===== src/rtl/wb_stage.sv =====
// wb_stage: MEM/WB pipeline register and register-file write sequencer.
// Splits 64-bit results aimed at a general register pair into two writes.
module wb_stage #(
  parameter logic [4:0] ACC_REG = 5'd31
) (
  input  logic        clk,
  input  logic        res,
  input  logic        valid_in,
  output logic        ready_out,
  input  logic        regwrite_in,
  input  logic        memtoreg_in,
  input  logic        acc_in,
  input  logic [4:0]  reg_dst_in,
  input  logic [31:0] alu_result_in,
  input  logic [31:0] mem_data_in,
  input  logic [63:0] acc_result_in,
  output logic        regwrite,
  output logic        acc,
  output logic [4:0]  write_reg_num,
  output logic [31:0] write_data,
  output logic [63:0] write_data_acc,
  output logic        fwd_valid,
  output logic [4:0]  fwd_reg,
  output logic [31:0] fwd_data,
  output logic        pair_err
);

  typedef enum logic [1:0] {
    IDLE,
    WRITE,
    PAIR_HI
  } state_t;

  state_t      state;
  logic [4:0]  hi_reg;
  logic [31:0] hi_data;

  logic        accept;
  logic        is_zero;
  logic        is_acc;
  logic        is_wide;
  logic        is_pair;
  logic        is_top;
  logic [31:0] sel_data;

  assign ready_out = (state != PAIR_HI);
  assign accept    = valid_in && ready_out;

  assign is_zero  = (reg_dst_in == 5'd0);
  assign is_acc   = acc_in && (reg_dst_in == ACC_REG);
  assign is_wide  = acc_in && regwrite_in && !is_zero && !is_acc;
  // Only r1..r29 have a partner register; r30 gets the low half alone.
  assign is_pair  = is_wide && (reg_dst_in < 5'd30);
  assign is_top   = is_wide && !is_pair;
  assign sel_data = memtoreg_in ? mem_data_in : alu_result_in;

  always_ff @(posedge clk or negedge res) begin
    if (!res) begin
      state          <= IDLE;
      regwrite       <= 1'b0;
      acc            <= 1'b0;
      write_reg_num  <= 5'd0;
      write_data     <= 32'd0;
      write_data_acc <= 64'd0;
      pair_err       <= 1'b0;
      hi_reg         <= 5'd0;
      hi_data        <= 32'd0;
    end else begin
      unique case (1'b1)
        (state == PAIR_HI): begin
          regwrite      <= 1'b1;
          acc           <= 1'b0;
          write_reg_num <= hi_reg;
          write_data    <= hi_data;
          state         <= WRITE;
        end
        accept: begin
          regwrite      <= regwrite_in && !is_zero;
          acc           <= is_acc;
          write_reg_num <= reg_dst_in;
          if (is_acc) begin
            write_data_acc <= acc_result_in;
          end else if (acc_in) begin
            write_data <= acc_result_in[31:0];
          end else begin
            write_data <= sel_data;
          end
          hi_reg   <= reg_dst_in + 5'd1;
          hi_data  <= acc_result_in[63:32];
          pair_err <= pair_err | is_top;
          state    <= is_pair ? PAIR_HI : WRITE;
        end
        default: begin
          regwrite <= 1'b0;
          acc      <= 1'b0;
          state    <= IDLE;
        end
      endcase
    end
  end

  assign fwd_valid = regwrite;
  assign fwd_reg   = acc ? ACC_REG : write_reg_num;
  assign fwd_data  = acc ? write_data_acc[31:0] : write_data;

endmodule

===== config.mk =====
export PLATFORM = sky130hd
export DESIGN_NAME = wb_stage
export DESIGN_NICKNAME = d
export VERILOG_FILES = /design/src/rtl/wb_stage.sv
export SDC_FILE = /design/constraint.sdc
export NUM_CORES = 1
export LEC_CHECK = 0
export ABC_CLOCK_PERIOD_IN_PS = 1400
export CAP_MARGIN = 25
export CELL_PAD_IN_SITES_DETAIL_PLACEMENT = 1
export CELL_PAD_IN_SITES_GLOBAL_PLACEMENT = 2
export CORE_MARGIN = 2
export CORE_UTILIZATION = 24
export CTS_CLUSTER_SIZE = 24
export DETAILED_ROUTE_END_ITERATION = 6
export GPL_TIMING_DRIVEN = 0
export HOLD_SLACK_MARGIN = 0.12
export PLACE_DENSITY_LB_ADDON = 0.1
export SKIP_LAST_GASP = 1
export SLEW_MARGIN = 20
export SYNTH_ARGS = -nofsm -noshare
export SYNTH_HDL_FRONTEND = slang
export SYNTH_SLANG_ARGS = --single-unit

===== constraint.sdc =====
create_clock -name clk -period 1.4 [get_ports clk]
set_input_delay 0.28 -clock clk [delete_from_list [all_inputs] [get_ports clk]]
set_output_delay 0.28 -clock clk [all_outputs]
set_load 0.01 [all_outputs]

==> flow_summary_export.csv, run 1 <==
group,metric,value,unit
setup_path,critPathKind,"register to output port",
cts,clockBufferDepth,2,
floorplanning,dieArea,31190,sq um
layout,nFillCells,3020,
cts,cts_tree,"built",
layout,nets,1152,
power,power,14.20,mW
yosys,synth.distinct_cells,33,
layout,layout-drive-gt1-share,54.25,%
job,drv_cap,0,
sta,fmax,496.6,MHz
cts,htree_levels,4,
layout,layout.cells.non_filler,1414,
place,dpl.hpwl,21530,um
yosys,synth_cells,609,
layout,regMostFlops,"write_data_acc",
setup_path,worst_setup_path_start_kind,"register",
grt,grt_antenna_before_repair,1,
cts,cts.sinks,143,
yosys,synth_fp_nets,751,
route,drcViolationCount,0,
place,io_buffers,280,
layout,largest_reg_flops,64,
route,detail-route-antenna-nets,0,
place,placed_cells_incl_taps,1280,
setup_path,cp.arrival,1730,ps
yosys,synthFlopType,"dfrtp_1",
yosys,synth_enable_flop_cells,0,
sta,slew_headroom,57.59,%
power,peakVddDrop,703.8,uV
layout,area_growth,96.38,%
run_status,violations,"negative setup slack",
grt,grt-ovfl-total,0,
place,place.gp.congestion,0.7558,
sta,setup_violations,178,
route,dr.pass1.iters,4,
sta,rsz0062_at_grt,"yes",
layout,top_regs,"write_data_acc (64), hi_data (32), write_data (32)",
sta,period_share,143.8,%
cts,clk_pin_slew_worst_paths,70,ps
sta,period_needed,2014,ps
floorplanning,die_w,176.6,um
yosys,syn_area,7151,sq um
setup_path,r2r_slack,-290,ps
sta,finalMaxSlewViolations,0,
sta,setup_ws,-613.9,ps
setup_path,reg2reg_depth,8,
yosys,ys_warn_count,0,
power,p_leak,6.235,nW
setup_path,cp_max_fo,5,
grt,grt_first_pass_wirelength,45960,um
floorplanning,row_count,63,
sta,fin_setup_tns,-48810,ps
cts,cts-root-buf,"clkbuf_16",
yosys,synth_seq_cells,143,
sta,hold_viol_final,0,
route,drtIter0Drc,257,
yosys,avgSynthCellArea,11.74,sq um
setup_path,cp.required,1120,ps
floorplanning,start_util,24.26,%
hold_path,hold_depth,3,
grt,grt_pass1_vias,7172,
yosys,async_flop_share,100.0,%
run_status,status,"finished, violations left",
floorplanning,ios,282,
hold_path,hold_class,"primary input to register",
cts,numCtsBuffers,17,
setup_path,critPathCaptureType,"output port",
grt,grt_max_degree,85,
route,vias,6700,
layout,final_util,47.63,%
cts,clk_latency,440,ps
route,totalWireLength,33350,um
route,vias_per_cell,4.738,
power,cellPowerDensity,1011,nW/um^2
yosys,seq_area_frac_synth,50.04,%
floorplanning,die_h,176.6,um
grt,groute.usage.overall,19.91,%
route,wl_per_cell,23.58,um
sta,clock_skew,13.85,ps
floorplanning,core_area,29480,sq um
sta,worst_slew_pin_slew,636.1,ps
==> cell families after synthesis <==
kind of cell	count (synthesis)	share of synthesized area [%]
and+or+nand+nor	153	10.87
DFF	143	50.04
muxes	135	23.74
AOI/OAI and AO/OA	111	10.10
buffers and inverters	62	4.479
adders and majority gates	3	0.5250
xor gates and xnor gates	2	0.2450
==> routing by layer <==
layer,wire (um),track usage (%),part of all wire [%],vias up
li1,-,-,-,3050
met1,14090,25.31,42,3445
met2,17430,35.03,52,177
met3,1383,3.651,4.1,28
met4,437,4.511,1.3,0
met5,0,0,0,-
==> placed cells by master (no fill, tap or decap), types with 4 or more instances in the layout <==
cell	instances
o21ai_4	14
clkdlybuf4s50_1	130
clkbuf_2	34
or2_4	6
buf_8	10
nand3_2	23
o21ai_2	24
clkbuf_16	32
a31oi_1	16
inv_6	4
mux2_4	85
buf_16	8
nand3_1	7
o2111ai_1	15
dfrtp_2	6
clkinvlp_4	4
clkdlybuf4s15_2	5
nand2_1	30
mux2i_1	5
clkbuf_4	5
o21ai_1	5
nand2_2	7
mux2_2	42
nor3_2	6
clkdlybuf4s15_1	59
nor3_1	14
dfrtp_1	137
o2111ai_4	5
nand2b_1	32
buf_12	29
nor3_4	14
o2111ai_2	12
buf_6	75
a31oi_4	17
buf_4	50
buf_2	13
==> final cells by class <==
class	instances	area, sq um	share of cell area, %
sequential	143	3586	25.54
buffer	53	699.4	4.981
tap	390	488.0	3.475
clock buffer	18	439.2	3.128
clock inverter	14	155.1	1.105
antenna	1	2.502	0.01782
multi-input combinational	404	4526	32.23
timing repair buffer	386	4118	29.32
inverter	5	28.78	0.2049
==> power by group <==
group,internal (mW),switching [mW],total (mW)
clock network,2.70,2.03,4.73
registers,4.67,0.437,5.10
logic,2.55,1.81,4.36
total,9.92,4.28,14.2
==> timing repair <==
item / in CTS / in global routing
endpoints found under the setup margin: 286 / 224
pin swaps: 28 / 39
setup buffers: 55 / 35
hold buffers: 2 / 0
gates cloned: 12 / 11
gates resized for setup: 597 / 368
endpoints found under the hold margin: 60 / 0
==> worst max-delay path, cell delays in order, from the launching register on <==
cell and delay (ps):
dfrtp_1 410, clkbuf_16 180, buf_12 140, buf_12 140
mux2_4 300, buf_6 120
==> worst paths after layout <==
path / endpoint / start
max: fwd_data[27] / acc
min: write_reg_num[1] / reg_dst_in[1]
max reg2reg: write_data_acc[34] / state[1]
min reg2reg: hi_data[2] / hi_data[2]
max in group asynchronous: write_data[7] / res
min in group asynchronous: write_data_acc[25] / res
==> synthesized netlist by cell type (3+ instances only) <==
cell / number / share of area (%)
mux2_4: 49 / 10
buf_6: 7 / 1.1
mux2_1: 3 / 0.47
o21ai_0: 44 / 3.1
mux2i_1: 5 / 0.70
clkbuf_1: 24 / 1.3
ha_1: 3 / 0.52
mux2_2: 78 / 12
nand2_1: 40 / 2.1
dfrtp_1: 143 / 50
nand2b_1: 32 / 2.8
nor3_1: 34 / 2.4
inv_1: 3 / 0.16
a31oi_1: 33 / 2.9
o2111ai_1: 32 / 3.9
or2_2: 5 / 0.44
buf_2: 20 / 1.4
buf_1: 4 / 0.21
nand3_1: 33 / 2.3
==> stage by stage <==
stage,worst slack (ps),instance area [sq um],hold slack [ps]
2_1_floorplan,-143.5,7236,-15.59
3_3_place_gp,-6188,10530,447.9
3_5_place_dp,-1224,10560,256.3
4_1_cts,-719.2,12510,242.8
5_1_grt,-660.8,14040,265.4
6_report,-613.9,14040,238.8
No activity file was read; power rests on OpenSTA's default activity.
==> run 2, diff against run 1 <==
--- a/config.mk
+++ b/config.mk
@@ -5,12 +5,13 @@
 export SDC_FILE = /design/constraint.sdc
 export NUM_CORES = 1
 export LEC_CHECK = 0
-export ABC_CLOCK_PERIOD_IN_PS = 1400
+export ABC_CLOCK_PERIOD_IN_PS = 1800
 export CAP_MARGIN = 25
 export CELL_PAD_IN_SITES_DETAIL_PLACEMENT = 1
 export CELL_PAD_IN_SITES_GLOBAL_PLACEMENT = 2
 export CORE_MARGIN = 2
 export CORE_UTILIZATION = 24
+export CTS_CLUSTER_DIAMETER = 200
 export CTS_CLUSTER_SIZE = 24
 export DETAILED_ROUTE_END_ITERATION = 6
 export GPL_TIMING_DRIVEN = 0
==> constraint.sdc (replaced) <==
create_clock -name clk -period 1.8 [get_ports clk]
set_input_delay 0.36 -clock clk [delete_from_list [all_inputs] [get_ports clk]]
set_output_delay 0.36 -clock clk [all_outputs]
set_load 0.01 [all_outputs]
==> run 2 against run 1 <==
Net effect: the run still ends with negative setup slack left; clock power is 16% lower; die area stayed put; via count is 7.0% lower; register-to-register slack better by 440 ps; non-clock buffer count is 84 lower; critical path depth is 1 higher; wire length is 12% lower; sequential power is 23% lower; largest cell class is now registers; highest routed layer is now met5.
==> flow_summary_export.csv, run 2 (synthesis gave the netlist of run 1 again) <==
group,metric,value,unit
run_status,status,"finished, violations left",
run_status,violations,"negative setup slack",
sta,hold_viol_final,0,
sta,setup_ws,-313.6,ps
sta,finalMaxSlewViolations,0,
grt,grt_first_pass_wirelength,44190,um
grt,grt_pass1_vias,7066,
setup_path,cp_max_fo,3,
route,detail-route-antenna-nets,0,
layout,largest_reg_flops,64,
route,vias_per_cell,4.692,
sta,rsz0062_at_grt,"yes",
floorplanning,die_w,176.6,um
route,drcViolationCount,0,
grt,grt_antenna_before_repair,1,
layout,antennaDiodeCount,0,
sta,period_needed,2114,ps
sta,fin_setup_tns,-8309,ps
floorplanning,start_util,24.26,%
layout,layout_commonest_cell,"clkdlybuf4s50_1",
cts,htree_levels,4,
place,placed_area,10500,sq um
setup_path,worst_setup_path_start_kind,"register",
cts,cts-root-buf,"clkbuf_16",
layout,final_cell_mix,"231 x clkdlybuf4s50_1, 143 x dfrtp_1, 73 x mux2_2",
route,dr.pass1.iters,6,
layout,area_growth,62.15,%
route,vias,6231,
floorplanning,row_count,63,
sta,worst_slew_pin_slew,666.8,ps
cts,cts.sinks,143,
place,dpl.hpwl,21630,um
layout,regMostFlops,"write_data_acc",
layout,top_regs,"write_data_acc (64), hi_data (32), write_data (32)",
power,peakVddDrop,516.8,uV
cts,cts_tree,"built",
route,totalWireLength,29350,um
sta,clock_skew,12.65,ps
place,placed_cells_incl_taps,1281,
setup_path,cp.required,1440,ps
cts,clk_pin_slew_worst_paths,60,ps
cts,clk_latency,420,ps
setup_path,cp.arrival,1750,ps
floorplanning,ios,282,
layout,nets,1068,
route,drtIter0Drc,211,
sta,period_share,117.4,%
setup_path,critPathKind,"register to output port",
floorplanning,die_h,176.6,um
power,p_leak,5.141,nW
sta,setup_violations,37,
layout,layout.cells.non_filler,1328,
sta,slew_headroom,55.55,%
job,drv_cap,0,
cts,numCtsBuffers,17,
hold_path,hold_class,"primary input to register",
grt,grt-ovfl-total,0,
place,dp_slack,-1052,ps
layout,final_area,11590,sq um
power,cellPowerDensity,910.0,nW/um^2
layout,layout-drive-gt1-share,29.32,%
layout,nFillCells,3197,
cts,clockBufferDepth,2,
sta,hold_slack,336.4,ps
setup_path,critPathCaptureType,"output port",
grt,groute.usage.overall,18.99,%
grt,grt_max_degree,80,
place,io_buffers,280,
place,place.gp.congestion,0.7554,
floorplanning,dieArea,31190,sq um
route,wl_per_cell,22.10,um
sta,fmax,473.1,MHz
floorplanning,core_area,29480,sq um
power,power,10.55,mW
layout,final_util,39.33,%
## run 2: final timing paths
check                              start  cells past startpoint  slack (ps)            endpoint
max                                  acc                      6        -310         fwd_data[1]
min                        reg_dst_in[1]                      3         340    write_reg_num[1]
max reg2reg                     state[1]                      7         150         hi_data[18]
min reg2reg                    hi_reg[1]                      2         500    write_reg_num[1]
max in group asynchronous            res                      3         510  write_data_acc[43]
min in group asynchronous            res                      2         470  write_data_acc[25]
## run 2: power by group
part           internal (mW)  total, mW  switching, mW
sequential              3.62       3.91          0.289
clock                   2.46       3.96           1.50
combinational           1.60       2.67           1.07
## run 2: timing repair
item | CTS | global route
cloned | 2 | 1
endpoints found under the setup margin | 136 | 134
pin swaps | 5 | 2
setup buffers | 15 | 1
endpoints found under the hold margin | 64 | 0
resized for setup | 243 | 54
hold buffers | 1 | 0
## run 2: routing by layer
metal / part of all wire (%) / vias to the layer above / track usage, %
met5: 0.044 / - / 0
met1: 45 / 3171 / 24.75
met2: 50 / 170 / 32.37
met4: 1.1 / 2 / 4.890
met3: 4.4 / 22 / 3.501
li1: - / 2866 / -
## run 2: critical path, stage by stage (launching register included)
cell and delay (ps):
dfrtp_1 410, buf_8 150, buf_12 130, buf_12 120
buf_12 120, mux2_2 270, buf_6 120
## run 2: layout make-up
type / instances / area, sq um / share of cell area, %
repair buffers: 300 / 3108 / 26.80
clock inverters: 13 / 212.7 / 1.834
multi-input cells: 404 / 3312 / 28.56
flip-flops and latches: 143 / 3578 / 30.86
inverters: 5 / 25.02 / 0.2158
plain buffers: 55 / 441.7 / 3.809
well taps: 390 / 488.0 / 4.208
clock buffers: 18 / 429.2 / 3.701
==> run 3, diff against run 2 <==
--- a/config.mk
+++ b/config.mk
@@ -5,12 +5,13 @@
 export SDC_FILE = /design/constraint.sdc
 export NUM_CORES = 1
 export LEC_CHECK = 0
+export ABC_AREA = 1
 export ABC_CLOCK_PERIOD_IN_PS = 1800
 export CAP_MARGIN = 25
 export CELL_PAD_IN_SITES_DETAIL_PLACEMENT = 1
 export CELL_PAD_IN_SITES_GLOBAL_PLACEMENT = 2
 export CORE_MARGIN = 2
-export CORE_UTILIZATION = 24
+export CORE_UTILIZATION = 21
 export CTS_CLUSTER_DIAMETER = 200
 export CTS_CLUSTER_SIZE = 24
 export DETAILED_ROUTE_END_ITERATION = 6
==> run 3 against run 2 <==
Net effect: the flow still finishes with violations (negative setup slack); combinational power down 1%; area after synthesis shrank 3.3%; final cell count grew 28%; flip-flop and latch count stayed put; final area down 1.5%; critical path type unchanged.
==> flow_summary_export.csv, run 3 <==
group,metric,value,unit
setup_path,cp_max_fo,8,
setup_path,cpMostUsedCell,"clkbuf_16",
yosys,seq_area_frac_synth,51.75,%
setup_path,worst_setup_path_start_kind,"register",
yosys,syn_area,6915,sq um
route,drtIter0Drc,250,
setup_path,cp.arrival,1610,ps
layout,layout_commonest_cell,"nand2_1",
yosys,async_flop_share,100.0,%
cts,cts.sinks,143,
power,p_leak,5.738,nW
grt,grt-ovfl-total,0,
job,drv_cap,0,
sta,setup_violations,36,
yosys,synthFlopType,"dfrtp_1",
sta,period_needed,1969,ps
floorplanning,start_util,21.31,%
sta,fmax,507.8,MHz
yosys,synth_area_leaders,"dfrtp_1 52%, nand2_1 20%, inv_1 5.3%",
yosys,synth_common_cells,"369 x nand2_1, 143 x dfrtp_1, 98 x inv_1, 56 x o21ai_0, 51 x nand3_1",
sta,slew_headroom,49.33,%
route,vias_per_cell,4.241,
place,dpl.hpwl,24400,um
layout,largest_reg_flops,64,
yosys,synth_fp_nets,1054,
place,place.gp.congestion,0.7352,
grt,grt_first_pass_wirelength,47960,um
sta,rsz0062_at_grt,"yes",
yosys,synth_seq_cells,143,
setup_path,path_buf_inv,5,
route,dr.pass1.iters,4,
cts,cts-root-buf,"clkbuf_16",
route,vias,7197,
cts,clk_pin_slew_worst_paths,70,ps
power,peakVddDrop,603.2,uV
floorplanning,die_h,185.5,um
yosys,synth_top_area_cell,"dfrtp_1",
floorplanning,row_count,66,
sta,clock_skew,12.95,ps
cts,cts_tree,"built",
run_status,status,"finished, violations left",
layout,regMostFlops,"write_data_acc",
floorplanning,core_area,32450,sq um
grt,groute.usage.overall,19.04,%
yosys,avgSynthCellArea,7.583,sq um
cts,numCtsBuffers,17,
layout,layout-drive-gt1-share,15.24,%
grt,grt_max_degree,77,
sta,hold_viol_final,0,
setup_path,cp.required,1440,ps
cts,clk_latency,430,ps
sta,setup_ws,-169.5,ps
place,io_buffers,280,
layout,final_cell_mix,"343 x nand2_1, 229 x clkdlybuf4s50_1, 143 x dfrtp_1",
layout,nets,1382,
layout,top_regs,"write_data_acc (64), hi_data (32), write_data (32)",
cts,htree_levels,4,
yosys,synth_cells,912,
sta,worst_slew_pin_slew,760.0,ps
setup_path,crit_slowest_cell,"dfrtp_1",
floorplanning,ios,282,
yosys,synth_enable_flop_cells,0,
yosys,synth.distinct_cells,29,
route,totalWireLength,32510,um
setup_path,crit_family,"buffers and inverters",
setup_path,critPathKind,"register to output port",
run_status,violations,"negative setup slack",
sta,fin_setup_tns,-4182,ps
setup_path,critPathCaptureType,"output port",
power,cellPowerDensity,894.2,nW/um^2
grt,grt_antenna_before_repair,4,
sta,finalMaxSlewViolations,0,
yosys,synth_most_common_cell,"nand2_1",
sta,period_share,109.4,%
setup_path,cp_cell_sequence,"clkbuf_16 -> clkinv_16 -> clkbuf_16 -> buf_12 -> nand2_2 -> nand2_1 -> buf_2",
cts,clockBufferDepth,2,
setup_path,cp_slowest_stage_delay,390,ps
route,drcViolationCount,0,
layout,area_growth,65.08,%
grt,grt_pass1_vias,7657,
route,detail-route-antenna-nets,0,
yosys,synthDominantCellAreaShare,51.75,%
floorplanning,dieArea,34400,sq um
hold_path,hold_class,"primary input to register",
yosys,ys_warn_count,0,
floorplanning,die_w,185.5,um
route,wl_per_cell,19.16,um
place,dp_slack,-1206,ps
## run 3: cell count changes in the layout (fill, tap and decap cells not counted), sizes merged, moves of 34 or more
cell,change
mux2,-130
inv,+106
o21ai,+51
nor3,-34
nor2,+37
nand2,+332
## run 3: final cells by class
cell class / count / area [sq um]
Antenna cell: 2 / 5.005
Buffer: 52 / 441.7
Clock buffer: 17 / 425.4
Clock inverter: 15 / 163.9
Fill cell: 3909 / 21040
Inverter: 103 / 414.1
Multi-Input combinational cell: 614 / 2833
Sequential cell: 143 / 3578
Tap cell: 442 / 553.0
Timing Repair Buffer: 309 / 3002
## run 3: worst paths after layout
path                               start                  to  slack (ps)  cells after the start
min in group asynchronous            res  write_data_acc[14]         490                      2
setup reg to reg                state[0]       write_data[8]         180                      7
setup / recovery                     acc        fwd_data[29]        -170                      7
hold reg to reg               hi_data[6]          hi_data[6]         480                      2
max in group asynchronous            res  write_data_acc[12]         460                      3
hold / removal             reg_dst_in[0]           hi_reg[3]         250                      3
## run 3: stage by stage
stage | cell area [sq um] | utilization (%) | cells | total power, mW | hold slack (ps)
2_1_floorplan | 6915 | - | 912 | 4.906 | 64.41
3_3_place_gp | 10270 | 31.65 | 1634 | 6.599 | 464.1
3_5_place_dp | 10300 | 31.75 | 1635 | 6.626 | 380.6
4_1_cts | 11150 | 34.35 | 1678 | 10.32 | 385.9
5_1_grt | 11420 | 35.18 | 1697 | 10.77 | 255.1
6_report | 11420 | 35.18 | 1697 | 10.21 | 254.5
## run 3: repair_timing
item,4_1_cts,5_1_grt
gates resized for setup,215,85
endpoints found under the hold margin,67,0
cloned,2,2
pin swaps,7,8
setup endpoints to repair,141,152
hold buffers,1,0
buffers inserted,8,15
## run 3: cell families (layout without fill, tap and decap cells)
family | count (synthesis) | count (layout) | share of synthesized area [%]
simple gates | 466 | 466 | 26.58
xor+xnor | 1 | 1 | 0.1267
compound gates | 144 | 144 | 11.69
other cells | 0 | 2 | 0
fa+ha+maj | 3 | 3 | 0.5428
buf+inv | 155 | 496 | 9.318
flops | 143 | 143 | 51.75
## run 3: routing by layer
metal / vias to the layer above / wire length, um / global-route usage (%)
met5: - / 24 / 0
met4: 4 / 473 / 5.429
met3: 27 / 1390 / 3.307
met2: 168 / 15550 / 31.61
met1: 3485 / 15070 / 25.40
li1: 3513 / - / -
## run 3: tightest hold or removal path, stage by stage
cell and delay [ps]:
clkbuf_2 120, nand4_1 90, a31oi_1 80
## run 3: power breakdown
part	switching [mW]	internal [mW]	total [mW]
clock	1.68	1.98	3.66
combinational	1.27	1.36	2.63
sequential	0.285	3.63	3.92
